`config.mk`:
```
export PLATFORM = sky130hd
export DESIGN_NAME = oam_dma_controller
export DESIGN_NICKNAME = d
export VERILOG_FILES = /design/src/rtl/oam_dma_controller_pkg.sv /design/src/rtl/oam_dma_controller.sv
export SDC_FILE = /design/constraint.sdc
export NUM_CORES = 1
export LEC_CHECK = 0
export ABC_AREA = 1
export CAP_MARGIN = 0
export CELL_PAD_IN_SITES_DETAIL_PLACEMENT = 0
export CELL_PAD_IN_SITES_GLOBAL_PLACEMENT = 1
export CORE_ASPECT_RATIO = 1.4
export CORE_MARGIN = 1.5
export CORE_UTILIZATION = 34
export CTS_BUF_LIST = sky130_fd_sc_hd__clkbuf_8
export DETAILED_ROUTE_END_ITERATION = 8
export GPL_TIMING_DRIVEN = 0
export PLACE_DENSITY = 0.82
export SETUP_SLACK_MARGIN = 0.4
export SYNTH_ARGS = -nofsm -noshare
export SYNTH_HDL_FRONTEND = slang
export SYNTH_SLANG_ARGS = --single-unit
```
`constraint.sdc`:
```
create_clock -name clk -period 1.9 [get_ports clk]
set_input_delay 0.285 -clock clk [delete_from_list [all_inputs] [get_ports clk]]
set_output_delay 0.285 -clock clk [all_outputs]
set_load 0.03 [all_outputs]
```
`src/rtl/oam_dma_controller_pkg.sv`:
```
// Memory-map constants and FSM encoding shared by the OAM DMA controller.
package oam_dma_controller_pkg;
  localparam logic [15:0] DMA_REG_DEF  = 16'hFF46;
  localparam logic [15:0] OAM_BASE_DEF = 16'hFE00;
  localparam logic [15:0] HRAM_LO_DEF  = 16'hFF80;
  localparam logic [15:0] HRAM_HI_DEF  = 16'hFFFE;
  localparam int          DMA_LEN_DEF  = 160;

  typedef enum logic [1:0] {
    IDLE  = 2'd0,
    START = 2'd1,
    XFER  = 2'd2
  } dma_state_e;
endpackage

```
`src/rtl/oam_dma_controller.sv`:
```
// Game Boy OAM DMA sequencer: copies XX00-XX9F into OAM one byte per M-cycle and
// arbitrates the single memory port, restricting the CPU to HRAM while a copy runs.
module oam_dma_controller
  import oam_dma_controller_pkg::*;
#(
  parameter int                    ADDR_SIZE    = 16,
  parameter int                    DATA_SIZE    = 8,
  parameter logic [ADDR_SIZE-1:0]  DMA_REG_ADDR = DMA_REG_DEF,
  parameter logic [ADDR_SIZE-1:0]  OAM_BASE     = OAM_BASE_DEF,
  parameter int                    DMA_LEN      = DMA_LEN_DEF,
  parameter logic [ADDR_SIZE-1:0]  HRAM_LO      = HRAM_LO_DEF,
  parameter logic [ADDR_SIZE-1:0]  HRAM_HI      = HRAM_HI_DEF
)(
  input  logic                 clk,
  input  logic                 rst,
  input  logic [1:0]           t_cycle,
  input  logic [ADDR_SIZE-1:0] cpu_addr,
  input  logic [DATA_SIZE-1:0] cpu_wdata,
  input  logic                 cpu_rd,
  input  logic                 cpu_wr,
  output logic [DATA_SIZE-1:0] cpu_rdata,
  output logic [ADDR_SIZE-1:0] mem_addr,
  output logic [DATA_SIZE-1:0] mem_wdata,
  output logic                 mem_rd,
  output logic                 mem_wr,
  input  logic [DATA_SIZE-1:0] mem_rdata,
  output logic                 dma_active,
  output logic                 dma_done
);
  dma_state_e           state, state_nxt;
  logic [DATA_SIZE-1:0] dma_reg, src, latch;
  logic [7:0]           idx;
  logic                 restart;
  logic                 reg_hit, reg_wr, last, m_end, cpu_slot, hram, cpu_fwd;

  assign reg_hit    = (cpu_addr == DMA_REG_ADDR);
  assign reg_wr     = cpu_wr && reg_hit;
  assign last       = (idx == 8'(DMA_LEN - 1));
  assign m_end      = (t_cycle == 2'd3);
  assign cpu_slot   = (t_cycle == 2'd0) || (t_cycle == 2'd3);
  assign hram       = (cpu_addr >= HRAM_LO) && (cpu_addr <= HRAM_HI);
  assign dma_active = (state == XFER);
  // FF46 is a register, never memory; otherwise the CPU owns the port unless a copy is running
  assign cpu_fwd    = !reg_hit && ((state != XFER) || (cpu_slot && hram));

  always_ff @(posedge clk or negedge rst) begin
    if (!rst) begin
      state    <= IDLE;
      dma_reg  <= '1;
      src      <= '0;
      idx      <= '0;
      restart  <= 1'b0;
      latch    <= '0;
      dma_done <= 1'b0;
    end else begin
      state    <= state_nxt;
      dma_done <= 1'b0;
      if (reg_wr) dma_reg <= cpu_wdata;
      unique case (state)
        IDLE: if (reg_wr) src <= cpu_wdata;
        START: begin
          if (reg_wr) src <= cpu_wdata;
          if (m_end) idx <= '0;
        end
        XFER: begin
          if (t_cycle == 2'd1) latch <= mem_rdata;
          if (m_end) begin
            if (restart) begin
              src     <= dma_reg;
              idx     <= '0;
              restart <= reg_wr;
            end else if (last && reg_wr) begin
              // a write landing on the closing edge restarts without a completion pulse
              src <= cpu_wdata;
              idx <= '0;
            end else if (last) begin
              dma_done <= 1'b1;
            end else begin
              idx     <= idx + 8'd1;
              restart <= reg_wr;
            end
          end else if (reg_wr) begin
            restart <= 1'b1;
          end
        end
        default: ;
      endcase
    end
  end

  always_comb begin
    state_nxt = state;
    mem_addr  = '0;
    mem_wdata = '0;
    mem_rd    = 1'b0;
    mem_wr    = 1'b0;
    cpu_rdata = mem_rdata;
    unique case (state)
      IDLE:    if (reg_wr) state_nxt = START;
      START:   if (m_end) state_nxt = XFER;
      XFER:    if (m_end && !restart && last && !reg_wr) state_nxt = IDLE;
      default: state_nxt = IDLE;
    endcase
    if (state == XFER && t_cycle == 2'd1) begin
      mem_addr = ADDR_SIZE'({src, idx});
      mem_rd   = 1'b1;
    end else if (state == XFER && t_cycle == 2'd2) begin
      mem_addr  = OAM_BASE + ADDR_SIZE'(idx);
      mem_wdata = latch;
      mem_wr    = 1'b1;
    end else if (cpu_fwd) begin
      mem_addr  = cpu_addr;
      mem_wdata = cpu_wdata;
      mem_rd    = cpu_rd;
      mem_wr    = cpu_wr;
    end
    if (reg_hit)       cpu_rdata = dma_reg;
    else if (!cpu_fwd) cpu_rdata = '1;
    if (!rst) begin
      mem_addr  = '0;
      mem_wdata = '0;
      mem_rd    = 1'b0;
      mem_wr    = 1'b0;
    end
  end
endmodule

```
==> reports/metrics.yaml, run 1 <==
ir_worst_vdd_uv: 339
layout.nets: 540
die_h_um: 105
first_global_vias: 2991
fin_tns_setup_ns: -6.70
post-place-ws_ns: -1.43
synth-simple-area-share: 0.322
initial_core_util: 0.349
critPathKind: "flop to output pin"
synth_xor_area_frac: 0.0104
clock_skew_ns: 0.00332
finalCritPeriodShare: 1.14
final_cell_area_um2: 4910
drtAntennaViolNets: 0
antenna_found_initial: 0
layout-drive-gt1-share: 0.498
synth.ff_latch_count: 36
grt_util_all_layers: 0.241
via_count: 3048
fmax_mhz: 463
drc: 0
drt_wl_total_um: 9550
slew_headroom: 0.719
rsz0062_at_grt: "true"
final-max-slew-violation-count: 0
syn-cell-area_um2: 2540
hold_violations: 0
port_buffers: 73
critPathRequiredTime_ns: 1.62
multi_input_area_um2: 2190
maxCapViolations: 0
grt_pass1_wl_um: 15300
path_max_fanout: 5
nFillCells: 610
cts_buffers: 5
netlist.area_leader.share: 0.276
dp.cells: 537
hpwl_um: 6270
finalHoldWorstSlack_ns: 0.0472
fin_ws_ns: -0.260
yosys.cell_types.count: 31
gp_congestion: 0.849
syn_avg_cell_area_um2: 6.93
die_area_um2: 7990
ys_seq_area_frac: 0.359
r2r-end: "src[5]"
grt_max_degree: 28
root_buffer: "clkbuf_8"
violations: "setup timing"
synth_top_family_by_area: "simple AND/OR/NAND/NOR gates"
instances_no_fill: 593
overflow: 0
reg2reg_depth: 9
total_power_mw: 1.93
yosysMostFrequentCell: "nand2_1"
synth_common_cells: "98 x nand2_1, 42 x nand3_1, 36 x inv_1"
status: "finished with violations"
dr.pass1.iters: 4
register_area_um2: 912
cts_tree: "yes"
drt_iter0_drc: 138
cp-endpoint: "mem_addr[3]"
clk_latency_ns: 0.29
ys_warn_count: 0
startpoint_type: "flop"
synth_area_leaders: "dfrtp_1 28%, nand2_1 15%, dfstp_2 8.3%, nand3_1 8.3%, a21oi_1 6.7%"
muxShareOfSynthArea: 0
vias_per_cell: 5.14
synth_compound_area_frac: 0.190
tightest_slew_ns: 0.420
worst-r2r-setup-slack_ns: 0.22
r2r-start: "state[1]"
synth_top_area_cell: "dfrtp_1"
h-tree-depth: 2
synth_cells: 366
worst_hold_path_type: "input pin to asynchronous set/reset pin"
leakagePower_nw: 2.33
clockBufferDepth: 2
critical_path.startpoint: "state[1]"
rows: 37
synth_nets: 411
power_density_nw_per_um2: 393
area_growth_pct: 93.6
final.min_clock_period_ns: 2.16
placed_area_um2: 3850
n_antenna_cell: 0
clk_pin_slew_ns: 0.08
synth-adder-area-share: 0.0345
dieWidth_um: 76.0
cts_sinks: 36
wl_per_cell_um: 16.1
synthFlopType: "dfrtp_1"
critPathArrivalTime_ns: 1.88
synth_edf_count: 0
core-area_um2: 7270
io_pins: 74
finish.utilization: 0.676
setup_viol_count_final: 34
ys_async_sr_fraction: 1.00
end_kind: "output pin"
## critical path: stages (launching register included)
cell     delay, ns
dfrtp_1       0.42
ha_4          0.19
buf_8         0.13
o21ai_4       0.07
buf_12        0.15
buf_12        0.12
buf_12        0.13
nand3_4       0.07
a21oi_4       0.16
buf_6         0.14
## logic make-up after synthesis
kind of cell               Yosys count
adders and majority gates            7
and+or+nand+nor                    182
buffers and inverters               52
DFF                                 36
AOI/OAI and AO/OA                   86
xor gates and xnor gates             3
## power by group
group	switching (mW)	leakage (nW)	internal, mW
registers	0.00254	0.469	0.768
clock network	0.295	0.0541	0.388
logic	0.262	1.80	0.213
total	0.559	2.33	1.37
## routing by layer
layer	GRT usage	vias to the layer above	part of all wire
met3	0.0288	15	0.034
met4	0.0979	0	0.025
met1	0.285	1453	0.40
met5	0	-	0
li1	-	1491	-
met2	0.439	89	0.55
## layout by cell type (no fill, tap or decap), types with 3 or more instances in the layout
master / netlist / routed
dfstp_2: 8 / 8
xor2_1: 3 / 3
dfrtp_1: 28 / 27
buf_6: 1 / 37
nand3b_1: 5 / 5
nand2_4: 2 / 6
nand2_2: 2 / 18
buf_12: 0 / 7
buf_4: 2 / 41
nand4_1: 6 / 6
nor2_1: 19 / 14
clkbuf_2: 1 / 17
ha_4: 0 / 4
o22ai_2: 0 / 7
clkbuf_8: 0 / 7
clkbuf_16: 0 / 4
a21oi_4: 1 / 26
o21ai_0: 33 / 19
inv_1: 36 / 32
nand3_1: 42 / 16
nor2_4: 1 / 7
buf_16: 0 / 3
a21oi_1: 34 / 7
nand3_2: 1 / 17
nand2_1: 98 / 78
clkdlybuf4s50_1: 0 / 18
o21ai_2: 4 / 6
nand3_4: 0 / 10
o21ai_1: 3 / 14
## cell type report
| cell class | instances | share of cell area |
|---|---|---|
| Multi-Input combinational cell | 279 | 0.446 |
| Timing Repair Buffer | 121 | 0.245 |
| Tap cell | 97 | 0.0247 |
| Clock inverter | 3 | 0.00866 |
| Sequential cell | 36 | 0.186 |
| Clock buffer | 5 | 0.0140 |
| Inverter | 37 | 0.0339 |
| Buffer | 15 | 0.0425 |
## how the worst min path moves through the flow
stage | start | to | slack [ns] | cells past startpoint
2_1_floorplan | rst | dma_done | -0.01 | 0
3_3_place_gp | src[3] | src[3] | 0.45 | 2
3_5_place_dp | rst | state[0] | 0.25 | 1
4_1_cts | rst | dma_reg[4] | 0.04 | 1
5_1_grt | rst | dma_reg[4] | 0.04 | 1
6_report | rst | dma_done | 0.05 | 2
## repair_timing
item | in CTS | in global routing
cloned | 5 | 0
resized for setup | 359 | 75
setup buffers | 28 | 14
pin swaps | 25 | 20
endpoints found under the setup margin | 72 | 61
hold buffers | 1 | 0
endpoints found under the hold margin | 8 | 0
No activity file was read; power rests on OpenSTA's default activity.
==> run 2, diff against run 1 <==
--- a/config.mk
+++ b/config.mk
@@ -14,7 +14,7 @@
 export CORE_UTILIZATION = 34
 export CTS_BUF_LIST = sky130_fd_sc_hd__clkbuf_8
 export DETAILED_ROUTE_END_ITERATION = 8
-export GPL_TIMING_DRIVEN = 0
+export GPL_TIMING_DRIVEN = 1
 export PLACE_DENSITY = 0.82
 export SETUP_SLACK_MARGIN = 0.4
 export SYNTH_ARGS = -nofsm -noshare
==> reports/metrics.yaml, run 2 (synthesized netlist as in run 1, its figures left out) <==
cpPeakStageDelay_ns: 0.25  # -0.17 ns
total_power_mw: 1.98  # +2.6%
die_area_um2: 7990  # unchanged
drt_iter0_drc: 144  # +4.3%
crit_buf_inv: 6  # +1
cts_buffers: 5  # unchanged
critical-path-top-delay-family: "buffers and inverters"
vias_per_cell: 5.07  # -1.4%
finalCritPeriodShare: 1.13  # -0.00635
root_buffer: "clkbuf_8"
overflow: 0  # unchanged
startpoint_type: "input pin"
critPathRequiredTime_ns: 1.62  # about the same
critical_path.startpoint: "t_cycle[0]"
ir_worst_vdd_uv: 368  # +8.5%
cts_tree: "yes"
critPathKind: "input pin to output pin"
drc: 0  # unchanged
met2_length_um: 5090  # -2.5%
violations: "hold timing, setup timing"
io_pins: 74  # unchanged
rows: 37  # unchanged
grt_max_degree: 52  # +86%
leakagePower_nw: 2.46  # +5.9%
port_buffers: 73  # unchanged
end_kind: "output pin"
fin_ws_ns: -0.248  # +0.0121 ns
fin_tns_setup_ns: -5.54  # +1.16 ns
finalHoldWorstSlack_ns: -0.00510  # -0.0523 ns
cts_sinks: 36  # unchanged
initial_core_util: 0.349  # unchanged
first_global_vias: 3082  # +3.0%
r2r-start: "state[0]"
m1WireLength_um: 3800  # +0.53%
dr.pass1.iters: 4  # unchanged
clock_skew_ns: 0.00616  # +0.00285 ns
nFillCells: 522  # -14%
clk_pin_slew_ns: 0.07  # about the same
drtAntennaViolNets: 0  # unchanged
core-area_um2: 7270  # unchanged
rsz0062_at_grt: "true"
grt_pass1_wl_um: 15500  # +1.6%
path_max_fanout: 5  # unchanged
cpMaxStageDelayCell: "o21ai_4"
layout.nets: 560  # +3.7%
wl_met3_um: 483  # +50%
cp_cell_sequence: "buf_12 > inv_12 > ha_4 > nand2_1 > nand3b_1 > o21ai_4 > buf_6 > buf_6 > buf_16 > nand3_2 > a21oi_4 > buf_6"
power_density_nw_per_um2: 372  # -5.2%
antenna_found_initial: 0  # unchanged
clk_latency_ns: 0.30  # about the same
setup_viol_count_final: 34  # unchanged
maxUsedRoutingLayer: "met4"
h-tree-depth: 2  # unchanged
worst_hold_path_type: "input pin to asynchronous set/reset pin"
slew_headroom: 0.755  # +0.0356
die_h_um: 105  # unchanged
drt_wl_total_um: 9770  # +2.3%
gp_congestion: 0.830  # -2.2%
final.min_clock_period_ns: 2.15  # -0.0121 ns
layout-drive-gt1-share: 0.562  # +0.0640
status: "finished with violations"
post-place-ws_ns: -0.792  # +0.634 ns
hpwl_um: 6160  # -1.7%
critPathArrivalTime_ns: 1.86  # -0.02 ns
hold_violations: 4  # +4
n_antenna_cell: 0  # unchanged
area_growth_pct: 109
fmax_mhz: 466  # +0.56%
dieWidth_um: 76.0  # unchanged
maxCapViolations: 0  # unchanged
worst_path_most_repeated_cell: "buf_6"
clockBufferDepth: 2  # unchanged
tightest_slew_ns: 0.364  # -0.0559 ns
via_count: 3107  # +1.9%
ctsHoldBuffers: 0  # -1
grt_util_all_layers: 0.247  # +0.00543
final_common_cell: "nand2_1"
layout_common_cells: "72 x nand2_1, 56 x buf_4, 44 x buf_6, 30 x inv_1, 27 x a21oi_4"
wl_per_cell_um: 15.9  # -1.0%
final-max-slew-violation-count: 0  # unchanged
run 2: changes by cell type in the layout (fill, tap and decap cells not counted), moves of 6 or more:
| cell | delta |
|---|---|
| buf_4 | +15 |
| buf_6 | +7 |
| clkbuf_2 | -12 |
| nand3_4 | +8 |
| nand3_1 | -10 |
| buf_2 | +6 |
| nand2_1 | -6 |
run 2: power by group:
group | leakage [nW] | switching (mW) | internal, mW
registers | 0.467 | 0.00244 | 0.768
clock network | 0.0593 | 0.309 | 0.385
logic | 1.94 | 0.272 | 0.243
run 2: worst paths after layout:
check | cells after the start | slack, ns | to
worst max-delay path | 12 | -0.25 | mem_addr[9]
worst min-delay path | 2 | -0.005 | dma_done
worst max register to register | 12 | 0.19 | idx[6]
worst min register to register | 2 | 0.48 | latch[1]
max in group asynchronous | 2 | 1.61 | dma_reg[3]
min in group clk | 2 | 0.48 | latch[1]
run 2: area by class of cell:
class	count	area, um^2	share of cell area
Tap cell	97	121	0.0228
Timing Repair Buffer	156	1630	0.307
Clock buffer	5	68.8	0.0130
Sequential cell	36	913	0.172
Clock inverter	3	38.8	0.00730
Inverter	37	161	0.0304
Multi-Input combinational cell	279	2380	0.448
run 2: per-stage QoR:
step / std cells / instance area (um^2) / utilization
after global routing: 613 / 5310 / 0.731
after global placement: 577 / 4120 / 0.567
final: 613 / 5310 / 0.731
after detailed placement: 577 / 4120 / 0.567
after floorplan: 366 / 2980 / -
after CTS: 610 / 5120 / 0.705
run 2: what timing repair did:
item	CTS	global route
gates resized for setup	207	54
gates cloned	5	0
pin swaps	45	20
buffers inserted	20	3
setup endpoints to repair	72	55
run 2: routing by layer:
metal	vias up	global-route usage
met2	97	0.435
met3	26	0.0349
met4	0	0.116
li1	1531	-
met1	1453	0.293
met5	-	0
==> run 3, diff against run 2 <==
--- a/config.mk
+++ b/config.mk
@@ -13,6 +13,7 @@
 export CORE_MARGIN = 1.5
 export CORE_UTILIZATION = 34
 export CTS_BUF_LIST = sky130_fd_sc_hd__clkbuf_8
+export CTS_CLUSTER_SIZE = 12
 export DETAILED_ROUTE_END_ITERATION = 8
 export GPL_TIMING_DRIVEN = 1
 export PLACE_DENSITY = 0.82
==> results of run 3 <==
Final layout, timing and power as in run 2 (identical DEF).
